$ cat src/rtl/alu_issue_ctrl.sv
// -----------------------------------------------------------------------------
// alu_issue_ctrl
//
// Sequencing front end for the N-bit combinational ALU. A request is accepted
// over a valid/ready handshake, its 4-bit condition code is evaluated against
// the architectural NZCV register and, if the condition passes, the operands
// are driven to the ALU for one cycle. The result is then returned over a
// second valid/ready handshake. Failing conditions skip the ALU and return a
// zero result with the current NZCV.
//
// Optional feature macro: ALU_ISSUE_PERF_EN
//   When defined, adds saturating 16-bit counters cnt_exec and cnt_skip.
//
// Ports:
//   clk, rst_n        clock (rising edge), asynchronous active-low reset
//   req_valid/ready   request handshake
//   req_op/a/b        ALU control code and operands
//   req_cond          condition code evaluated against nzcv
//   req_setflags      update nzcv with the ALU flags when executed
//   rsp_valid/ready   response handshake
//   rsp_res           ALU result (0 when skipped)
//   rsp_exec          1 when the condition passed and the operation ran
//   rsp_flags         ALU flags of this operation, or nzcv when skipped
//   nzcv              architectural flag register {N,Z,C,V}
//   alu_a/b/ctrl      operands and control towards the ALU (held between ops)
//   alu_res/flags     result and flags returned by the ALU
//   cnt_exec/skip     executed / skipped operation counters (macro only)
// -----------------------------------------------------------------------------
module alu_issue_ctrl #(
    parameter int N = 16
) (
    input  logic         clk,
    input  logic         rst_n,
    input  logic         req_valid,
    output logic         req_ready,
    input  logic [2:0]   req_op,
    input  logic [N-1:0] req_a,
    input  logic [N-1:0] req_b,
    input  logic [3:0]   req_cond,
    input  logic         req_setflags,
    output logic         rsp_valid,
    input  logic         rsp_ready,
    output logic [N-1:0] rsp_res,
    output logic         rsp_exec,
    output logic [3:0]   rsp_flags,
    output logic [3:0]   nzcv,
    output logic [N-1:0] alu_a,
    output logic [N-1:0] alu_b,
    output logic [2:0]   alu_ctrl,
    input  logic [N-1:0] alu_res,
    input  logic [3:0]   alu_flags
`ifdef ALU_ISSUE_PERF_EN
    ,
    output logic [15:0]  cnt_exec,
    output logic [15:0]  cnt_skip
`endif
);

    localparam logic [1:0] ST_IDLE = 2'd0;
    localparam logic [1:0] ST_EXEC = 2'd1;
    localparam logic [1:0] ST_RESP = 2'd2;

    logic [1:0] state_r;
    logic [1:0] state_nxt_s;
    logic       setflags_r;
    logic       cond_pass_s;

    // Condition evaluation. Codes come in pairs where the odd code is the
    // inverse of the even one (AL/NV included), so evaluate the even-code
    // predicate and flip it with bit 0.
    function automatic logic cond_check(input logic [3:0] cond, input logic [3:0] f);
        logic n, z, c, v, r;
        n = f[3];
        z = f[2];
        c = f[1];
        v = f[0];
        case (cond[3:1])
            3'd0:    r = z;
            3'd1:    r = c;
            3'd2:    r = n;
            3'd3:    r = v;
            3'd4:    r = c & ~z;
            3'd5:    r = (n == v);
            3'd6:    r = ~z & (n == v);
            default: r = 1'b1;
        endcase
        return r ^ cond[0];
    endfunction

    // Condition result for the request currently offered, against present nzcv
    always_comb begin
        cond_pass_s = cond_check(req_cond, nzcv);
    end

    // Next-state logic of the issue FSM
    always_comb begin
        state_nxt_s = state_r;
        case (state_r)
            ST_IDLE: begin
                if (req_valid) begin
                    if (cond_pass_s) begin
                        state_nxt_s = ST_EXEC;
                    end else begin
                        state_nxt_s = ST_RESP;
                    end
                end else begin
                    state_nxt_s = ST_IDLE;
                end
            end
            ST_EXEC: begin
                state_nxt_s = ST_RESP;
            end
            ST_RESP: begin
                if (rsp_ready) begin
                    state_nxt_s = ST_IDLE;
                end else begin
                    state_nxt_s = ST_RESP;
                end
            end
            default: begin
                state_nxt_s = ST_IDLE;
            end
        endcase
    end

    // State, handshake flags, ALU drive, response capture and nzcv update
    always_ff @(posedge clk or negedge rst_n) begin
        if (!rst_n) begin
            state_r    <= ST_IDLE;
            setflags_r <= 1'b0;
            req_ready  <= 1'b1;
            rsp_valid  <= 1'b0;
            rsp_res    <= {N{1'b0}};
            rsp_exec   <= 1'b0;
            rsp_flags  <= 4'b0000;
            nzcv       <= 4'b0000;
            alu_a      <= {N{1'b0}};
            alu_b      <= {N{1'b0}};
            alu_ctrl   <= 3'b000;
        end else begin
            state_r   <= state_nxt_s;
            // Handshake flags are registered copies of the next state
            req_ready <= (state_nxt_s == ST_IDLE);
            rsp_valid <= (state_nxt_s == ST_RESP);
            case (state_r)
                ST_IDLE: begin
                    if (req_valid) begin
                        setflags_r <= req_setflags;
                        if (cond_pass_s) begin
                            alu_a    <= req_a;
                            alu_b    <= req_b;
                            alu_ctrl <= req_op;
                        end else begin
                            rsp_res   <= {N{1'b0}};
                            rsp_exec  <= 1'b0;
                            rsp_flags <= nzcv;
                        end
                    end
                end
                ST_EXEC: begin
                    rsp_res   <= alu_res;
                    rsp_flags <= alu_flags;
                    rsp_exec  <= 1'b1;
                    if (setflags_r) begin
                        nzcv <= alu_flags;
                    end
                end
                default: begin
                end
            endcase
        end
    end

`ifdef ALU_ISSUE_PERF_EN
    // Saturating counters of executed and skipped operations
    always_ff @(posedge clk or negedge rst_n) begin
        if (!rst_n) begin
            cnt_exec <= 16'h0000;
            cnt_skip <= 16'h0000;
        end else begin
            if ((state_r == ST_EXEC) && (cnt_exec != 16'hFFFF)) begin
                cnt_exec <= cnt_exec + 16'h0001;
            end
            if ((state_r == ST_IDLE) && req_valid && !cond_pass_s && (cnt_skip != 16'hFFFF)) begin
                cnt_skip <= cnt_skip + 16'h0001;
            end
        end
    end
`endif

endmodule

$ cat config.mk
export PLATFORM = sky130hd
export DESIGN_NAME = alu_issue_ctrl
export DESIGN_NICKNAME = d
export VERILOG_FILES = /design/src/rtl/alu_issue_ctrl.sv
export SDC_FILE = /design/constraint.sdc
export NUM_CORES = 1
export LEC_CHECK = 0
export ABC_CLOCK_PERIOD_IN_PS = 4500
export CAP_MARGIN = 30
export CORE_MARGIN = 5
export CORE_UTILIZATION = 46
export CTS_BUF_LIST = sky130_fd_sc_hd__clkbuf_4
export CTS_CLUSTER_DIAMETER = 60
export DETAILED_ROUTE_END_ITERATION = 7
export PLACE_DENSITY_LB_ADDON = 0.05
export REMOVE_ABC_BUFFERS = 1
export SKIP_CTS_REPAIR_TIMING = 1
export SYNTH_ARGS = -nofsm -noshare
export SYNTH_HDL_FRONTEND = slang
export SYNTH_SLANG_ARGS = --single-unit
export TNS_END_PERCENT = 10
$ cat constraint.sdc
create_clock -name clk -period 4.5 [get_ports clk]
set_clock_uncertainty 0.1 [all_clocks]
set_input_delay 0.9 -clock clk [delete_from_list [all_inputs] [get_ports clk]]
set_output_delay 0.9 -clock clk [all_outputs]
set_load 0.005 [all_outputs]
==> impl_results.md <==
* Status: finished clean
* Cell Count, Final, Fillers Out at 420
* Compound-Gate Fraction of Synth Area at 7.59%
* Worst vdd ir at 0.000347 V
* Vias in the first global route at 2159
* CTS Buf Count at 9
* CP max FO at 36
* Setup tns final at 0 ns
* Synth top cells by count: dfrtp_1, nand2_1, mux2_4
* Avg Cell Area, Syn at 12.9 µm²
* Antenna violation net count after detailed routing at 0
* Starting density of the core at 46.8%
* Cell total after placement at 406
* Root Buffer: clkbuf_4
* Total congestion overflow at 0
* Total Nets Final at 406
* CTS sink count at 65
* Tot GR Track Use at 18.7%
* Leak at 1.87 nW
* Req. time, crit path at 4.68 ns
* Clock network fraction of design power at 16.0%
* Synth top area cells: dfrtp_1, mux2_4, nand2_1
* Sequential power share at 39.0%
* Sw frac at 28.5%
* Worst R2R Path Depth at 6
* H-tree Lvls at 3
* GP Congestion at 0.735
* Post-synthesis adder-cell area fraction at 0%
* CP Class: in2reg
* Vias at 2112
* FP Rows at 28
* FF-to-FF End: alu_a[8]$_DFFE_PN0P_
* IO Count at 126
* Buffers on Ports at 125
* Simple-Gate Fraction of Synth Area at 9.59%
* EDFF count, synth at 0
* Final min period at 3.28 ns
* CP endpoint kind: flop
* Async set-reset flop share out of synthesis at 100%
* DRC violations left at 0
* Most frequent cell after synthesis: dfrtp_1
* Mapped Area at 0.00275 mm²
* Finished Core Util at 71.5%
* WL final at 6910 µm
* CTS tree: done
* Layout area overhead at 52.9%
* Top_reg_cell synth: dfrtp_1
* Overall power at 2.64 mW
* Worst hold margin at 0.379 ns
* Core box area at 0.00589 mm²
* First-pass GRT wire length at 10900 µm
* Clock slew at reported path FFs at 0.10 ns
* Least-Margin Pin Slew at 1.03 ns
* Die ar. at 0.00763 mm²
* # Max-Cap Violations at 0
* Vias/cell at 5.03
* Die X at 87.4 µm
* Yosys reg bits at 65
* Hold Fails Final Rpt at 0
* Xor and xnor area share after synthesis at 0.318%
* DR WL/cell at 16.5 µm
* R2R setup slack at 1.76 ns
* Worst setup SP type: input pin
* Initial antenna violation count at 0
* Layout cell share with drive strength beyond 1 at 18.3%
* Worst Hold Class: in2async
* 1st-iter DRT viols at 97
* RSZ-0062 raised after global routing: no
* Clock Latency Late Sink at 0.39 ns
* ANT cells at 0
* Largest net degree at the start of global routing at 37
* Share of the synthesized area in the top cell type at 58.2%
* Gate power share at 44.9%
* Post-synth cell types at 26
* Synth warn at 0
* Post-Synthesis Cells at 213
* Worst EP arrival at 3.46 ns
* Critical R2R Launch: nzcv[2]$_DFFE_PN0P_
* Largest area contributor in the netlist: dfrtp_1
* Die Height at 87.4 µm
* Power per cell area at 628 mW/mm²
* Post-synthesis mux area share at 20.7%
* P_sw at 0.754 mW
* Tcrit/Tclk final at 72.9%
* Largest family of logic cells by synthesized area: multiplexers
* Final setup fails at 0
* Sequential fraction of the synthesis area at 59.1%
* First-pass iteration count of the detailed router at 4
* Pint at 1.89 mW
* Slew margin rel. at 31.5%
* Max Freq at 305 MHz
* Final Slew Violations at 0
* DP Wirelength at 4890 µm
* Clock Path Buffers at 2
[flip-flops by register name (all words and copies together) (netlist names)]
name,cells
alu_b,16
rsp_valid,1
nzcv,4
req_ready,1
alu_a,16
setflags_r,1
state_r,2
alu_ctrl,3
rsp_exec,1
rsp_flags,4
rsp_res,16
[power by group through the flow]
stage	Sequential, mW	Clock [mW]	Combinational [mW]
2_1_floorplan	1.04	0	0.490
3_3_place_gp	1.03	0	1.18
3_5_place_dp	1.03	0	1.20
4_1_cts	1.03	0.439	1.21
5_1_grt	1.07	0.465	1.28
6_report	1.03	0.424	1.19
[final cells by class]
class / count / area (µm²)
Clock buffer: 10 / 75.1
Clock inverter: 4 / 70.1
Fill cell: 441 / 1680
Inverter: 1 / 3.75
Multi-Input combinational cell: 136 / 1050
Sequential cell: 65 / 1630
Tap cell: 75 / 93.8
Timing Repair Buffer: 129 / 1290
[cells by family after synthesis]
| logic type | after synthesis |
|---|---|
| compound gates | 34 |
| xor+xnor | 1 |
| buf+inv | 12 |
| flops | 65 |
| mux | 41 |
| simple gates | 60 |
[how the worst max path moves through the flow]
stage / start / end / slack [ns]
floorplan: req_cond[2] / alu_a[0]$_DFFE_PN0P_ / 1.60
global placement: req_cond[1] / alu_a[11]$_DFFE_PN0P_ / 0.94
detailed placement: req_cond[1] / alu_a[8]$_DFFE_PN0P_ / 0.88
CTS: req_cond[1] / alu_a[8]$_DFFE_PN0P_ / 1.28
global route: req_cond[1] / alu_a[7]$_DFFE_PN0P_ / 1.12
finish: req_cond[1] / alu_a[8]$_DFFE_PN0P_ / 1.22
[cells in the final DEF (no fill, tap or decap), types with 2 or more instances in the layout]
cell type / instances
clkinv_2: 2
clkdlybuf4s50_1: 124
nor2b_1: 4
bufinv_16: 2
nand3_1: 5
o211ai_1: 6
clkbuf_4: 10
mux2_4: 29
o21ai_0: 18
a31oi_1: 4
nand2_1: 38
dfrtp_1: 64
nor2_1: 6
nand2b_1: 4
buf_4: 3
mux2_2: 11
[per-stage QoR]
| step | setup slack, ns | instance area, µm² |
|---|---|---|
| 2_1_floorplan | 1.60 | 2680 |
| 3_3_place_gp | 0.935 | 4050 |
| 3_5_place_dp | 0.880 | 4070 |
| 4_1_cts | 1.28 | 4210 |
| 5_1_grt | 1.12 | 4210 |
| 6_report | 1.22 | 4210 |
[worst max-delay path, stage by stage]
cell	delay, ns
clkdlybuf4s50_1	0.55
nor2b_1	0.07
a211oi_1	0.26
a211oi_2	0.10
nor3_1	0.50
or4_4	0.65
mux2_2	0.41
[layer usage]
layer	wire length, µm	up-vias	track usage, %
li1	-	996	-
met1	2850	1024	23.0
met2	3370	85	30.0
met3	619	7	7.57
met4	72	0	6.28
met5	0	-	0
(Power assumes the default switching activity.)
